--- src/rtl/dmem_write_buffer_pkg.sv ---
// Shared defaults and types for the posted-store write buffer between the
// mips32 memory stage and dmem.
package dmem_write_buffer_pkg;

  localparam int WIDTH_DEF = 32;
  localparam int DEPTH_DEF = 4;
  localparam int WORD_LSB  = 2;

  typedef struct packed {
    logic [WIDTH_DEF-1:0] adr;
    logic [WIDTH_DEF-1:0] wd;
  } wb_entry_t;

  function automatic logic [WIDTH_DEF-1:WORD_LSB] word_of(input logic [WIDTH_DEF-1:0] a);
    return a[WIDTH_DEF-1:WORD_LSB];
  endfunction

endpackage

--- src/rtl/dmem_write_buffer_if.sv ---
// Core-side and dmem-side signals of the write buffer; the buffer is the slave.
interface dmem_write_buffer_if #(
  parameter int WIDTH = 32
);

  logic             cpu_we;
  logic             cpu_re;
  logic [WIDTH-1:0] cpu_adr;
  logic [WIDTH-1:0] cpu_wd;
  logic [WIDTH-1:0] cpu_rd;
  logic             cpu_stall;
  logic             flush;
  logic             empty;
  logic             mem_we;
  logic [WIDTH-1:0] mem_adr;
  logic [WIDTH-1:0] mem_wd;
  logic [WIDTH-1:0] mem_rd;

  modport slave (
    input  cpu_we, cpu_re, cpu_adr, cpu_wd, flush, mem_rd,
    output cpu_rd, cpu_stall, empty, mem_we, mem_adr, mem_wd
  );

  modport master (
    output cpu_we, cpu_re, cpu_adr, cpu_wd, flush, mem_rd,
    input  cpu_rd, cpu_stall, empty, mem_we, mem_adr, mem_wd
  );

endinterface

--- src/rtl/dmem_write_buffer_fifo.sv ---
// Circular store queue: address/data/valid arrays with head, tail and count.
// The whole array is exposed so the top can search it for forwarding.
module dmem_write_buffer_fifo #(
  parameter int WIDTH   = 32,
  parameter int DEPTH   = 4,
  parameter int PTRBITS = 2
) (
  input  logic                        clk,
  input  logic                        reset,
  input  logic                        push_i,
  input  logic                        pop_i,
  input  logic [WIDTH-1:0]            push_adr_i,
  input  logic [WIDTH-1:0]            push_wd_i,
  output logic [DEPTH-1:0][WIDTH-1:0] adr_o,
  output logic [DEPTH-1:0][WIDTH-1:0] wd_o,
  output logic [DEPTH-1:0]            valid_o,
  output logic [PTRBITS-1:0]          head_o,
  output logic [PTRBITS:0]            count_o
);

  logic [PTRBITS-1:0]          head_q, head_d;
  logic [PTRBITS-1:0]          tail_q, tail_d;
  logic [PTRBITS:0]            count_q, count_d;
  logic [DEPTH-1:0]            valid_q, valid_d;
  logic [DEPTH-1:0][WIDTH-1:0] adr_q;
  logic [DEPTH-1:0][WIDTH-1:0] wd_q;

  // When full, push and pop hit the same slot: clear first, then refill.
  always_comb begin
    head_d  = head_q + PTRBITS'(pop_i);
    tail_d  = tail_q + PTRBITS'(push_i);
    count_d = count_q + {{PTRBITS{1'b0}}, push_i} - {{PTRBITS{1'b0}}, pop_i};
    valid_d = valid_q;
    if (pop_i)  valid_d[head_q] = 1'b0;
    if (push_i) valid_d[tail_q] = 1'b1;
  end

  always_ff @(posedge clk or negedge reset) begin
    if (!reset) begin
      head_q  <= '0;
      tail_q  <= '0;
      count_q <= '0;
      valid_q <= '0;
    end else begin
      head_q  <= head_d;
      tail_q  <= tail_d;
      count_q <= count_d;
      valid_q <= valid_d;
    end
  end

  always_ff @(posedge clk) begin
    if (push_i) begin
      adr_q[tail_q] <= push_adr_i;
      wd_q[tail_q]  <= push_wd_i;
    end
  end

  assign adr_o   = adr_q;
  assign wd_o    = wd_q;
  assign valid_o = valid_q;
  assign head_o  = head_q;
  assign count_o = count_q;

endmodule

--- src/rtl/dmem_write_buffer.sv ---
// Posted-store buffer: stores retire in one cycle and drain to dmem on idle
// port cycles; loads get the youngest pending match or fall through to dmem.
module dmem_write_buffer
  import dmem_write_buffer_pkg::*;
#(
  parameter int WIDTH   = WIDTH_DEF,
  parameter int DEPTH   = DEPTH_DEF,
  parameter int PTRBITS = $clog2(DEPTH)
) (
  input logic              clk,
  input logic              reset,
  dmem_write_buffer_if.slave bus
);

  logic [DEPTH-1:0][WIDTH-1:0] adr;
  logic [DEPTH-1:0][WIDTH-1:0] wd;
  logic [DEPTH-1:0]            valid;
  logic [PTRBITS-1:0]          head;
  logic [PTRBITS:0]            count;
  logic                        empty;
  logic                        push;
  logic                        pop;
  logic                        fwd_hit;
  logic [WIDTH-1:0]            fwd_wd;
  logic [PTRBITS-1:0]          fwd_idx;
  logic                        unused_flush;

  dmem_write_buffer_fifo #(
    .WIDTH  (WIDTH),
    .DEPTH  (DEPTH),
    .PTRBITS(PTRBITS)
  ) u_fifo (
    .clk       (clk),
    .reset     (reset),
    .push_i    (push),
    .pop_i     (pop),
    .push_adr_i(bus.cpu_adr),
    .push_wd_i (bus.cpu_wd),
    .adr_o     (adr),
    .wd_o      (wd),
    .valid_o   (valid),
    .head_o    (head),
    .count_o   (count)
  );

  // Drain is purely opportunistic, so flush needs no logic of its own.
  assign unused_flush = bus.flush;

  assign empty = (count == '0);
  assign pop   = !empty && !bus.cpu_re;
  assign push  = bus.cpu_we && ((count < (PTRBITS+1)'(DEPTH)) || pop);

  assign bus.empty     = empty;
  assign bus.mem_we    = pop;
  assign bus.cpu_stall = bus.cpu_we && !push;
  assign bus.mem_adr   = !reset ? '0 : (bus.cpu_re ? bus.cpu_adr : adr[head]);
  assign bus.mem_wd    = !reset ? '0 : wd[head];

  // Scan oldest to youngest so the last hit is the youngest matching store.
  always_comb begin
    fwd_hit = 1'b0;
    fwd_wd  = '0;
    fwd_idx = head;
    for (int k = 0; k < DEPTH; k++) begin
      fwd_idx = head + PTRBITS'(k);
      if (valid[fwd_idx] &&
          (adr[fwd_idx][WIDTH-1:WORD_LSB] == bus.cpu_adr[WIDTH-1:WORD_LSB])) begin
        fwd_hit = 1'b1;
        fwd_wd  = wd[fwd_idx];
      end
    end
  end

  assign bus.cpu_rd = fwd_hit ? fwd_wd : bus.mem_rd;

endmodule

--- src/flat_wrapper.sv ---
// flat-port wrapper written by rule: the top's interface ports become plain ports
module dmem_write_buffer_flat import dmem_write_buffer_pkg::*;
#(
  parameter int WIDTH   = WIDTH_DEF,
  parameter int DEPTH   = DEPTH_DEF,
  parameter int PTRBITS = $clog2(DEPTH)
)
  (clk, reset, bus_cpu_we, bus_cpu_re, bus_cpu_adr, bus_cpu_wd, bus_flush, bus_mem_rd, bus_cpu_rd, bus_cpu_stall, bus_empty, bus_mem_we, bus_mem_adr, bus_mem_wd);
  dmem_write_buffer_if #(.WIDTH(WIDTH)) bus_i ();
  input logic clk;
  input logic reset;
  input wire logic [$bits(bus_i.cpu_we)-1:0] bus_cpu_we;
  input wire logic [$bits(bus_i.cpu_re)-1:0] bus_cpu_re;
  input wire logic [$bits(bus_i.cpu_adr)-1:0] bus_cpu_adr;
  input wire logic [$bits(bus_i.cpu_wd)-1:0] bus_cpu_wd;
  input wire logic [$bits(bus_i.flush)-1:0] bus_flush;
  input wire logic [$bits(bus_i.mem_rd)-1:0] bus_mem_rd;
  output wire logic [$bits(bus_i.cpu_rd)-1:0] bus_cpu_rd;
  output wire logic [$bits(bus_i.cpu_stall)-1:0] bus_cpu_stall;
  output wire logic [$bits(bus_i.empty)-1:0] bus_empty;
  output wire logic [$bits(bus_i.mem_we)-1:0] bus_mem_we;
  output wire logic [$bits(bus_i.mem_adr)-1:0] bus_mem_adr;
  output wire logic [$bits(bus_i.mem_wd)-1:0] bus_mem_wd;
  assign bus_i.cpu_we = bus_cpu_we;
  assign bus_i.cpu_re = bus_cpu_re;
  assign bus_i.cpu_adr = bus_cpu_adr;
  assign bus_i.cpu_wd = bus_cpu_wd;
  assign bus_i.flush = bus_flush;
  assign bus_i.mem_rd = bus_mem_rd;
  assign bus_cpu_rd = bus_i.cpu_rd;
  assign bus_cpu_stall = bus_i.cpu_stall;
  assign bus_empty = bus_i.empty;
  assign bus_mem_we = bus_i.mem_we;
  assign bus_mem_adr = bus_i.mem_adr;
  assign bus_mem_wd = bus_i.mem_wd;
  dmem_write_buffer #(.WIDTH(WIDTH), .DEPTH(DEPTH), .PTRBITS(PTRBITS)) u_core (.clk(clk), .reset(reset), .bus(bus_i));
endmodule
--- config.mk ---
export PLATFORM = sky130hd
export DESIGN_NAME = dmem_write_buffer_flat
export DESIGN_NICKNAME = d
export VERILOG_FILES = /design/src/rtl/dmem_write_buffer_pkg.sv /design/src/rtl/dmem_write_buffer_if.sv /design/src/rtl/dmem_write_buffer_fifo.sv /design/src/rtl/dmem_write_buffer.sv /design/src/flat_wrapper.sv
export SDC_FILE = /design/constraint.sdc
export NUM_CORES = 1
export LEC_CHECK = 0
export CAP_MARGIN = 20
export CORE_MARGIN = 1
export CORE_UTILIZATION = 45
export CTS_CLUSTER_SIZE = 8
export DETAILED_ROUTE_END_ITERATION = 8
export PLACE_DENSITY_LB_ADDON = 0.25
export SETUP_SLACK_MARGIN = 0.02
export SYNTH_ARGS = -nofsm -noshare
export SYNTH_HDL_FRONTEND = slang
export SYNTH_HIERARCHICAL = 1
export SYNTH_SLANG_ARGS = --single-unit
--- constraint.sdc ---
create_clock -name clk -period 7.4 [get_ports clk]
set_clock_uncertainty 0.05 [all_clocks]
set_input_delay 0.74 -clock clk [delete_from_list [all_inputs] [get_ports clk]]
set_output_delay 0.74 -clock clk [all_outputs]
set_load 0.005 [all_outputs]
==> metrics.txt <==
CTS H-Tree Depth=2; Syn Nets=1470; synthesis-stage register bit count=267; Least-Margin Pin Slew=1100 ps; chip width=203 µm; CTS tree=done; Core ar.=39700 µm²; via count=12800; row count=73; Post-Syn Area per Cell=13.3 µm²; Overflow after GRT=0; Syn. warnings=6; fill count=3349; slowest stage delay, CP=910 ps; Leakage=7.29 nW; routed vias/inst=6.25; drt total wl=50.6 mm; clock net sink count=267; Synth area leader=edfxtp_1; critical-path cell list=buf_12 -> buf_4 -> mux2i_1 -> o22ai_1 -> nor4_1 -> o211ai_1 -> or4b_1 -> a211oi_4 -> buf_4 -> a221oi_1 -> o21a_1 -> o21ai_1 -> clkdlybuf4s50_1; CP dominant cell by count=buf_4; Mapped Area=18100 µm²; insertion delay to the later sink of the worst-skew pair=530 ps; DRC violations left=0; final hold slack=345 ps; crit path DAT=5610 ps; overall die height=203 µm; Root Driver=clkbuf_16; pwr dens=357 nW/µm²; Post-DP HPWL=33.9 mm; Setup CP Type=reg2out; post-CTS resize count=0; fmax=156 MHz; Hold Buf Count CTS=0; ANT nets after route=0; Final period util=86.5%; Syn Inst Count=1364; Synth Flop Type=edfxtp_1; slew margin rel.=26.9%; most numerous cell in the Yosys netlist=edfxtp_1; final setup fails=0; synthesis-to-finish area growth=18.3%; setup TNS=0 ps; layout cells sized above 1=19.1%; postcts setup bufs=0; vias in the first global route=12500; GRT Overall Usage=24.6%; clk slew on worst S/H paths=50 ps; status=finished, final reports clean; sequential share of the synthesized area=44.0%; maximum number of pins on one net before global-route repair=81; Ports=200; Final Wtd Congestion=0.910; die area=41000 µm²; max-slew violations=0; RSZ-0062 raised after global routing=no; initial antenna violation count=1; # nets final=1613; worst vdd ir=0.212 mV; total power=7.65 mW; initial DRC count=1127; DR WL/cell=24.7 µm; drt pass-1 iters=7; global-route wire length before repair=76.4 mm; CP Capture Type=output port; most area-consuming cells after synthesis=edfxtp_1 42%, mux4_2 21%, mux2i_1 6.3%, xnor2_1 3.1%, nand2_1 2.2%; EDFF count, synth=256; Synth top area share=42.5%; Worst path slowest cell=dfrtp_4; crit path time final=6400 ps; CTS Buf Count=39; worst path required time=6610 ps; asr flop ratio synth=4.12%; Initial Utilization=45.5%; Post-synth top cells=256 x edfxtp_1, 166 x mux4_2, 113 x mux2i_1, 106 x nand2_1, 64 x xnor2_1; post-synthesis cell type count=73; Worst Path Max Fanout=50; startpoint types=register; IO buf count=198; Max Cap Viol=0; CTS max path bufs=3; Hold Vio Cnt, Final=0; Worst Hold Class=in2async
[placed cells by master (no fill, tap or decap), drive strengths merged, types with 7 or more instances in the layout]
cell type	count
and2	38
o211ai	7
dfrtp	11
o21a	32
mux4	166
o2bb2ai	8
a221oi	34
mux2i	114
inv	48
a22oi	9
xnor2	64
mux2	25
xor2	25
nand2	106
a21boi	25
clkbuf	49
edfxtp	256
nand4	8
a21oi	16
or2	12
o2111ai	7
o21ai	43
nor2	14
nand3b	14
o22ai	12
nor4	12
buf	31
o221ai	8
clkdlybuf4s50	196
nor2b	39
[layer usage]
| metal | global-route usage (%) | wire [µm] | vias to the layer above |
|---|---|---|---|
| met1 | 32.6 | 20900 | 6456 |
| met2 | 41.5 | 24700 | 550 |
| met3 | 3.63 | 3430 | 85 |
| met4 | 8.38 | 1490 | 0 |
| met5 | 0 | 0 | - |
| li1 | - | - | 5680 |
[worst paths after layout]
kind	from	to	slack [ps]	cells past startpoint
setup / recovery	u_core/u_fifo/head_o[0]$_DFF_PN0_	bus_cpu_rd[19]	1000	13
hold / removal	reset	u_core/u_fifo/count_o[0]$_DFF_PN0_	350	1
setup reg to reg	u_core/u_fifo/count_o[2]$_DFF_PN0_	u_core/u_fifo/adr_o[49]$_DFFE_PP_	4910	4
hold reg to reg	u_core/u_fifo/tail_q[1]$_DFF_PN0_	u_core/u_fifo/tail_q[1]$_DFF_PN0_	510	1
max in group asynchronous	reset	u_core/u_fifo/head_o[1]$_DFF_PN0_	6010	2
min in group clk	u_core/u_fifo/tail_q[1]$_DFF_PN0_	u_core/u_fifo/tail_q[1]$_DFF_PN0_	510	1
[power by group]
part / switching [mW] / internal (mW)
clock network: 0.607 / 0.941
logic: 1.91 / 1.93
registers: 0.286 / 1.97
[critical path: cells and delay by family (launching register included)]
family | cells | cell delay (ps)
mux | 1 | 460
buf+inv | 4 | 1660
flops | 1 | 910
simple gates | 2 | 840
compound gates | 6 | 1140
[flip-flops by register name, summed over array words and instances, names as in the netlist]
register	flops
u_core/u_fifo/adr_o	128
u_core/u_fifo/head_o	2
u_core/u_fifo/tail_q	2
u_core/u_fifo/wd_o	128
u_core/u_fifo/valid_o	4
u_core/u_fifo/count_o	3
[per-stage QoR]
stage / utilization [%] / std cells / setup slack (ps) / area (µm²)
floorplan: - / 1364 / 483 / 18100
global placement: 51.3 / 1991 / 1630 / 20400
detailed placement: 51.3 / 1991 / 1590 / 20400
CTS: 53.9 / 2042 / 1040 / 21400
global route: 53.9 / 2043 / 743 / 21400
finish: 53.9 / 2043 / 997 / 21400
[kinds of logic after synthesis]
logic type,synth area share (%)
flip-flops,44.0
AND/OR/NAND/NOR,8.37
AO/OA/AOI/OAI,9.94
adder cells (fa/ha/maj),0.387
XOR/XNOR,4.31
buffers and inverters,4.43
multiplexers,28.6
[area by class of cell]
class                   count  area [µm²]  area share [%]
diodes                      1        2.50          0.0117
multi-input cells         925        9370            43.8
well taps                 525         657            3.07
inverters                  47         176           0.824
flip-flops and latches    267        7970            37.2
clock inverters             2        12.5          0.0585
clock buffers              49        1010            4.74
repair buffers            227        2200            10.3
Note: power is estimated with default switching activity, not from simulation.
